## src/rtl/mem_arb_pkg.sv

```systemverilog
// rtl/mem_arb_pkg.sv - shared types and constants for the unified memory port arbiter
package mem_arb_pkg;

    localparam int DEFAULT_ADDR_W = 32;
    localparam int DEFAULT_DATA_W = 32;

    typedef enum logic [1:0] {
        ST_IDLE  = 2'd0,
        ST_DATA  = 2'd1,
        ST_FETCH = 2'd2
    } arb_state_t;

    // Encoding of the requester that completed the most recent access
    localparam logic GRANT_FETCH = 1'b0;
    localparam logic GRANT_DATA  = 1'b1;

endpackage

```

## src/rtl/fetch_line_buffer.sv

```systemverilog
// rtl/fetch_line_buffer.sv - one-entry fetch buffer (tag, word, valid); built only with FETCH_BUFFER_EN
`ifdef FETCH_BUFFER_EN
module fetch_line_buffer
    import mem_arb_pkg::*;
#(
    parameter int ADDR_W = DEFAULT_ADDR_W,
    parameter int DATA_W = DEFAULT_DATA_W
) (
    input  logic              Clk,
    input  logic              Reset,
    input  logic              lookupEn,
    input  logic [ADDR_W-1:0] lookupAddr,
    output logic              hit,
    output logic [DATA_W-1:0] hitData,
    input  logic              fillEn,
    input  logic [ADDR_W-1:0] fillAddr,
    input  logic [DATA_W-1:0] fillData,
    input  logic              invEn,
    input  logic [ADDR_W-1:0] invAddr
);

    logic              entryValid;
    logic [ADDR_W-1:0] entryTag;
    logic [DATA_W-1:0] entryWord;

    // Fill on every fetch completion; a store to the buffered address kills the entry
    always_ff @(posedge Clk or posedge Reset) begin
        if (Reset) begin
            entryValid <= 1'b0;
            entryTag   <= '0;
            entryWord  <= '0;
        end else if (fillEn) begin
            entryValid <= 1'b1;
            entryTag   <= fillAddr;
            entryWord  <= fillData;
        end else if (invEn && entryValid && (invAddr == entryTag)) begin
            entryValid <= 1'b0;
        end
    end

    // Tag compare is combinational so a hit completes the fetch in the same cycle
    always_comb begin
        hit     = lookupEn && entryValid && (lookupAddr == entryTag);
        hitData = entryWord;
    end

endmodule
`endif

```

## src/rtl/mem_port_arbiter.sv

```systemverilog
// rtl/mem_port_arbiter.sv - fetch/data arbiter for the unified memory port; FETCH_BUFFER_EN adds a one-entry fetch buffer
module mem_port_arbiter
    import mem_arb_pkg::*;
#(
    parameter int ADDR_W = DEFAULT_ADDR_W,
    parameter int DATA_W = DEFAULT_DATA_W
) (
    input  logic              Clk,
    input  logic              Reset,
    input  logic              FetchReqF,
    input  logic [ADDR_W-1:0] FetchAddrF,
    output logic [DATA_W-1:0] FetchDataF,
    output logic              FetchStallF,
    input  logic              DataReqM,
    input  logic              DataWeM,
    input  logic [ADDR_W-1:0] DataAddrM,
    input  logic [DATA_W-1:0] DataWDataM,
    output logic [DATA_W-1:0] DataRDataM,
    output logic              DataStallM,
    output logic              MemReq,
    output logic              MemWe,
    output logic [ADDR_W-1:0] MemAddr,
    output logic [DATA_W-1:0] MemWData,
    input  logic [DATA_W-1:0] MemRData,
    input  logic              MemAck
);

    arb_state_t        state;
    arb_state_t        nextState;
    logic              lastGrant;
    logic              grantData;
    logic              grantFetch;
    logic              weReg;
    logic [ADDR_W-1:0] addrReg;
    logic [DATA_W-1:0] wdataReg;
    logic [DATA_W-1:0] fetchHold;
    logic [DATA_W-1:0] dataHold;
    logic              fetchDone;
    logic              dataDone;
    logic              fetchPend;
    logic              bufHit;
    logic [DATA_W-1:0] bufData;

    assign fetchDone = (state == ST_FETCH) && MemAck;
    assign dataDone  = (state == ST_DATA) && MemAck;

`ifdef FETCH_BUFFER_EN
    fetch_line_buffer #(
        .ADDR_W (ADDR_W),
        .DATA_W (DATA_W)
    ) u_fetch_line_buffer (
        .Clk        (Clk),
        .Reset      (Reset),
        .lookupEn   ((state == ST_IDLE) || (state == ST_DATA)),
        .lookupAddr (FetchAddrF),
        .hit        (bufHit),
        .hitData    (bufData),
        .fillEn     (fetchDone),
        .fillAddr   (addrReg),
        .fillData   (MemRData),
        .invEn      (dataDone && weReg),
        .invAddr    (addrReg)
    );
`else
    assign bufHit  = 1'b0;
    assign bufData = '0;
`endif

    // A fetch served from the buffer never competes for the memory port
    assign fetchPend = FetchReqF && !(FetchReqF && bufHit);

    // State register
    always_ff @(posedge Clk or posedge Reset) begin
        if (Reset) state <= ST_IDLE;
        else       state <= nextState;
    end

    // Next-state: IDLE picks by priority/fairness; a completion chains to the other requester
    always_comb begin
        grantData  = 1'b0;
        grantFetch = 1'b0;
        case (state)
            ST_IDLE: begin
                if (DataReqM && (!fetchPend || lastGrant == GRANT_FETCH)) grantData = 1'b1;
                else if (fetchPend)                                       grantFetch = 1'b1;
            end
            ST_DATA: begin
                // The completing data request is still asserted this cycle, so only fetch may chain
                if (MemAck && fetchPend) grantFetch = 1'b1;
            end
            ST_FETCH: begin
                if (MemAck && DataReqM) grantData = 1'b1;
            end
            default: ;
        endcase
        if (grantData)                     nextState = ST_DATA;
        else if (grantFetch)               nextState = ST_FETCH;
        else if (state == ST_IDLE)         nextState = ST_IDLE;
        else if (MemAck)                   nextState = ST_IDLE;
        else                               nextState = state;
    end

    // Outputs: stalls, returned data and the memory-side request
    always_comb begin
        MemReq      = (state != ST_IDLE);
        MemWe       = weReg && (state == ST_DATA);
        MemAddr     = addrReg;
        MemWData    = wdataReg;
        FetchStallF = FetchReqF && !(fetchDone || bufHit);
        DataStallM  = DataReqM && !dataDone;
        if (fetchDone)   FetchDataF = MemRData;
        else if (bufHit) FetchDataF = bufData;
        else             FetchDataF = fetchHold;
        DataRDataM  = dataDone ? MemRData : dataHold;
    end

    // Latch the granted access; hold registers skip flushed completions; track fairness
    always_ff @(posedge Clk or posedge Reset) begin
        if (Reset) begin
            lastGrant <= GRANT_FETCH;
            weReg     <= 1'b0;
            addrReg   <= '0;
            wdataReg  <= '0;
            fetchHold <= '0;
            dataHold  <= '0;
        end else begin
            if (fetchDone) lastGrant <= GRANT_FETCH;
            if (dataDone)  lastGrant <= GRANT_DATA;
            if (fetchDone && FetchReqF) fetchHold <= MemRData;
            if (dataDone && DataReqM)   dataHold  <= MemRData;
            if (grantData) begin
                addrReg  <= DataAddrM;
                weReg    <= DataWeM;
                wdataReg <= DataWDataM;
            end else if (grantFetch) begin
                addrReg <= FetchAddrF;
                weReg   <= 1'b0;
            end
        end
    end

endmodule

```

## config.mk

```make
export PLATFORM = sky130hd
export DESIGN_NAME = mem_port_arbiter
export DESIGN_NICKNAME = d
export VERILOG_FILES = /design/src/rtl/mem_arb_pkg.sv /design/src/rtl/fetch_line_buffer.sv /design/src/rtl/mem_port_arbiter.sv
export SDC_FILE = /design/constraint.sdc
export NUM_CORES = 1
export LEC_CHECK = 0
export ABC_CLOCK_PERIOD_IN_PS = 11500
export CORE_MARGIN = 10
export CORE_UTILIZATION = 45
export DETAILED_ROUTE_END_ITERATION = 10
export GPL_TIMING_DRIVEN = 0
export PLACE_DENSITY = 0.85
export SYNTH_ARGS = -nofsm -noshare
export SYNTH_HDL_FRONTEND = slang
export SYNTH_HIERARCHICAL = 1
export SYNTH_SLANG_ARGS = --single-unit
```

## constraint.sdc

```tcl
create_clock -name Clk -period 11.5 [get_ports Clk]
set_clock_uncertainty 0.15 [all_clocks]
set_input_delay 2.3 -clock Clk [delete_from_list [all_inputs] [get_ports Clk]]
set_output_delay 2.3 -clock Clk [all_outputs]
set_load 0.03 [all_outputs]
```

# [Word level (Yosys, flattened, before mapping)]
# Cells that the tools add are included.
[word_totals] reg_bits=132 inputBits=134
[op_classes] eq_ne=2 muxes=19 bitwise_logic=1 reduce_logical=19
[op_table] op="32-bit 2-to-1 mux" count=4
[op_table] op="1-bit logical AND" count=10
[op_table] op="1-bit 2-to-1 mux" count=9
[op_table] op="2-bit 2-to-1 mux" count=4
[op_table] op="2-bit nonzero test" count=3
[op_table] op="1-bit case mux with 2 select lines" count=2
[op_table] op="4-bit nonzero test" count=1
[op_table] op="1-bit zero test" count=3
[op_table] op="2-bit by 1-bit equality test with 1-bit output, second input constant" count=1
[op_table] op="2-bit equality test, second input constant" count=1
[op_table] op="2-bit zero test" count=1
[op_table] op="1-bit logical OR" count=1
[op_table] op="1-bit NOT" count=1

# [Longest topological paths before layout]
[depth] depth_word=7 mapped_depth=7

# [Worst setup path after synthesis]
# Ideal clock, no wire load.
[synth_timing] path_type="input to output" start="in MemAck" end="out FetchDataF[10]" arrival_ns=3.453 required_ns=9.050 path_slack_ns=5.597 cell_stages=4 n_path_buf=2 cell_sequence="buf_2 -> nand3_1 -> clkbuf_1 -> mux2_2"
[synth_between] elab_chain_len=2
[synth_rtl] element="start, declared" line_no="mem_port_arbiter.sv:25" source="input logic MemAck"
[synth_rtl] element="1-bit logical AND" line_no="mem_port_arbiter.sv:44" source="assign fetchDone = (state == ST_FETCH) && MemAck;"
[synth_rtl] element="32-bit 2-to-1 mux" line_no="mem_port_arbiter.sv:111" source="if (fetchDone) FetchDataF = MemRData;"
[synth_rtl] element="end, declared" line_no="mem_port_arbiter.sv:12" source="output logic [DATA_W-1:0] FetchDataF,"
# No other way between the ends.

# [Worst setup path in the final report]
[layout_timing] start="in MemAck" end="out DataRDataM[3]"
[layout_between] elab_chain_len=2
[layout_rtl] element="1-bit logical AND" line_no="mem_port_arbiter.sv:45" source="assign dataDone = (state == ST_DATA) && MemAck;"
[layout_rtl] element="32-bit 2-to-1 mux" line_no="mem_port_arbiter.sv:114" source="DataRDataM = dataDone ? MemRData : dataHold;"
[layout_rtl] element="end, declared" line_no="mem_port_arbiter.sv:18" source="output logic [DATA_W-1:0] DataRDataM,"
# No other way between the ends.

==> metrics.md <==
| Metric | Value |
|---|---|
| Fin crit share | `between 50% and 60%` |
| Max-slew violation count | `0` |
| Synth Net Count | `605` |
| Tightest Pin Transition | `a little over 0.8 ns` |
| Clock sinks | `between 100 and 150` |
| Setup TNS Final | `0 ns` |
| Sequential area share after synthesis | `about 54%` |
| Max cap viols | `0` |
| DRC viols | `0` |
| WP buf/inv | `4` |
| Initial core utilization | `a little under half` |
| Htree depth | `4` |
| CTS buffer count | `17` |
| Worst setup path end | `DataRDataM[3]` |
| Worst-path cell chain | `buf_2 > nand3b_1 > inv_1 > clkbuf_1 > nand2_1 > nand2_1 > clkdlybuf4s50_1` |
| RSZ-0062 raised after global routing | `false` |
| Slowest stage cell, crit path | `clkdlybuf4s50_1` |
| Port bufs | `around 260` |
| CTS Root Cell | `clkbuf_16` |
| WS Path Type | `primary input to output port` |
| Clock transition at path regs | `roughly 0.050 ns` |
| Crit. Startpoint | `MemAck` |
| Synth top area cells | `dfrtp_1 (54%), mux2_2 (29%), mux2_1 (6.6%)` |
| Stages on worst setup path | `7` |
| CP arrival | `~4.4 ns` |
| Synth top area share | `54.1%` |
| Die ar. | `around 19000 sq um` |
| Worst skew pair latency | `0.41 ns` |
| Vias per inst | `4.99` |
| Mapped Area | `roughly 6100 sq um` |
| Worst R2R Start | `state[0]$_DFFE_PP0P_` |
| Yosys warns | `6` |
| Yosys reg bits | `between 100 and 150` |
| Placer congestion estimate | `approximately 0.88` |
| Synth Area per Inst | `approximately 13 sq um` |
| Top post-synthesis cells by count | `mux2_2 (156), dfrtp_1 (132), nand2_1 (100)` |
| VDD IR max | `between 0.00015 and 0.0002 V` |
| Num ports | `between 200 and 300` |
| Share of layout cells above drive strength 1 | `a little over a quarter` |
| Placed cell areas | `between 9000 and 10000 sq um` |
| GRT Total Usage | `20.7%` |
| Average wire per cell in the routed design | `approximately 21 microns` |
| CP Max Fanout | `10` |
| Hold Vio Cnt, Final | `0` |
| Final #Nets | `between 800 and 900` |
| First-pass GRT wire length | `roughly 30000 microns` |
| Crit end category | `output port` |
| Total gr overflow | `0` |
| Rows | `42` |
| CTS Hold Buffers Added | `0` |
| Largest net degree at the start of global routing | `79` |
| TritonRoute pass-1 iters | `4` |
| PD cells | `roughly 310 nW/um^2` |
| Antenna viol nets, final | `0` |
| Final Instance Area | `~9500 sq um` |
| R2R depth | `6` |
| Core box area | `between 10000 and 15000 sq um` |
| Post-DP HPWL | `15200 microns` |
| Leading area contributor after synthesis | `dfrtp_1` |
| Routed vias | `between 4k and 5k` |
| CTS tree | `yes` |
| Startpoint Class | `primary input` |
| Final Routed Wirelength | `slightly below 20000 microns` |
| Die Wd | `~140 microns` |
| Lkg Pwr | `roughly 0.0041 uW` |
| Endpoints failing setup | `0` |
| Clock buffer depth | `2` |
| Number of synthesized flops with an enable pin | `0` |
| Yosys cell types | `24` |
| Iter 0 DRT Violations | `around 170` |
| Resized cells post-CTS | `0` |
| Worst Path Required | `about 9.1 ns` |
| Reg-to-Reg End | `MemAddr[0]$_DFFE_PP0P_` |
| Vias in the first global route | `around 5.2k` |
| Final min period | `approximately 6.8 ns` |
| Slew HR | `a little under half` |
| Postcts setup bufs | `0` |
| Dominant synthesized flop cell | `dfrtp_1` |
| Crit-path most repeated cell | `nand2_1` |
| Fmax | `about 0.15 GHz` |
| Post-synthesis async set-or-reset flop share | `between 90% and 100%` |
| Slowest stage delay, CP | `between 0.7 and 0.8 ns` |
| Worst hold path class | `flip-flop to flip-flop` |
| Reg2Reg Setup Slack | `9.15 ns` |
| Outcome | `finished, final reports clean` |
| Most frequent cell after synthesis | `mux2_2` |
| Delay-heaviest family, CP | `buffers and inverters` |
| Gate Count Post-Synth | `471` |
| Initial antenna violation count | `1` |
| Die height | `between 100 and 150 microns` |
| Total power | `slightly below 3000 uW` |
| Area Overhead vs Synth | `55.7%` |
## metrics by stage
step | cells | utilization [%] | setup WS (ns) | hold slack (ns)
after floorplan | 471 | - | 5.52 | 0.308
after global placement | 911 | 67.5 | 3.85 | 0.321
after detailed placement | 912 | 67.7 | 4.66 | 0.323
after CTS | 940 | 71.6 | 4.67 | 0.337
after global routing | 941 | 71.6 | 4.50 | 0.354
final | 941 | 71.6 | 4.67 | 0.335
## area by class of cell
class                           instances  area (sq um)
Fill cell                             940          3780
Tap cell                              176           220
Timing Repair Buffer                  265          2670
Multi-Input combinational cell        310          2660
Antenna cell                            1          2.50
Buffer                                 26           135
Inverter                                3          16.3
Sequential cell                       132          3300
Clock buffer                           22           474
Clock inverter                          6          32.5
## cells in the final DEF, fill, tap and decap left out, drive strengths merged, types with 2 or more instances in the layout
| cell | count |
|---|---|
| nand2b | 2 |
| buf | 15 |
| clkdlybuf4s50 | 264 |
| dfrtp | 132 |
| clkbuf | 34 |
| inv | 3 |
| nand2 | 100 |
| and2 | 2 |
| mux2 | 192 |
| nor2b | 2 |
| clkinv | 5 |
## metal layers
metal	wire, microns	share of wire (%)	up-vias	global-route usage, %
met1	7530	39	2304	22.5
li1	-	-	2192	-
met2	9790	50	186	35.8
met4	329	1.7	0	6.86
met5	0	0	-	0
met3	1890	9.7	17	8.58
## worst min-delay path by stage
stage                        startpoint                  endpoint  slack (ns)  cells after the start
4_1_cts         MemWData[3]$_DFFE_PP0P_   MemWData[3]$_DFFE_PP0P_        0.34                      1
3_3_place_gp   MemWData[27]$_DFFE_PP0P_  MemWData[27]$_DFFE_PP0P_        0.32                      1
3_5_place_dp          weReg$_DFFE_PP0P_         weReg$_DFFE_PP0P_        0.32                      1
6_report       MemWData[14]$_DFFE_PP0P_  MemWData[14]$_DFFE_PP0P_        0.33                      1
2_1_floorplan         weReg$_DFFE_PP0P_         weReg$_DFFE_PP0P_        0.31                      1
5_1_grt        dataHold[18]$_DFFE_PP0P_  dataHold[18]$_DFFE_PP0P_        0.35                      1
## where the power goes
group | switching (uW) | internal, uW | total (uW)
registers | 119 | 701 | 820
logic | 907 | 769 | 1680
clock network | 181 | 285 | 466
## registers in the layout, summed over array words and instances (netlist names)
register,count
weReg,1
MemAddr,32
state,2
lastGrant,1
fetchHold,32
dataHold,32
MemWData,32
## worst register-to-register path, delay by kind of cell, from the launching register on
| family | cells | cell delay [ns] |
|---|---|---|
| buffers and inverters | 2 | 0.41 |
| muxes | 2 | 0.60 |
| AOI/OAI and AO/OA | 1 | 0.47 |
| and+or+nand+nor | 1 | 0.18 |
| DFF | 1 | 0.41 |
## logic make-up (layout without fill, tap and decap cells)
logic type      after synthesis  after routing  share of synthesized area, %
mux                         192            192                          35.4
simple gates                112            112                          7.35
flops                       132            132                          54.1
other cells                   0              1                             0
buf+inv                      29            322                          2.40
compound gates                6              6                         0.819
(Power assumes the default switching activity.)
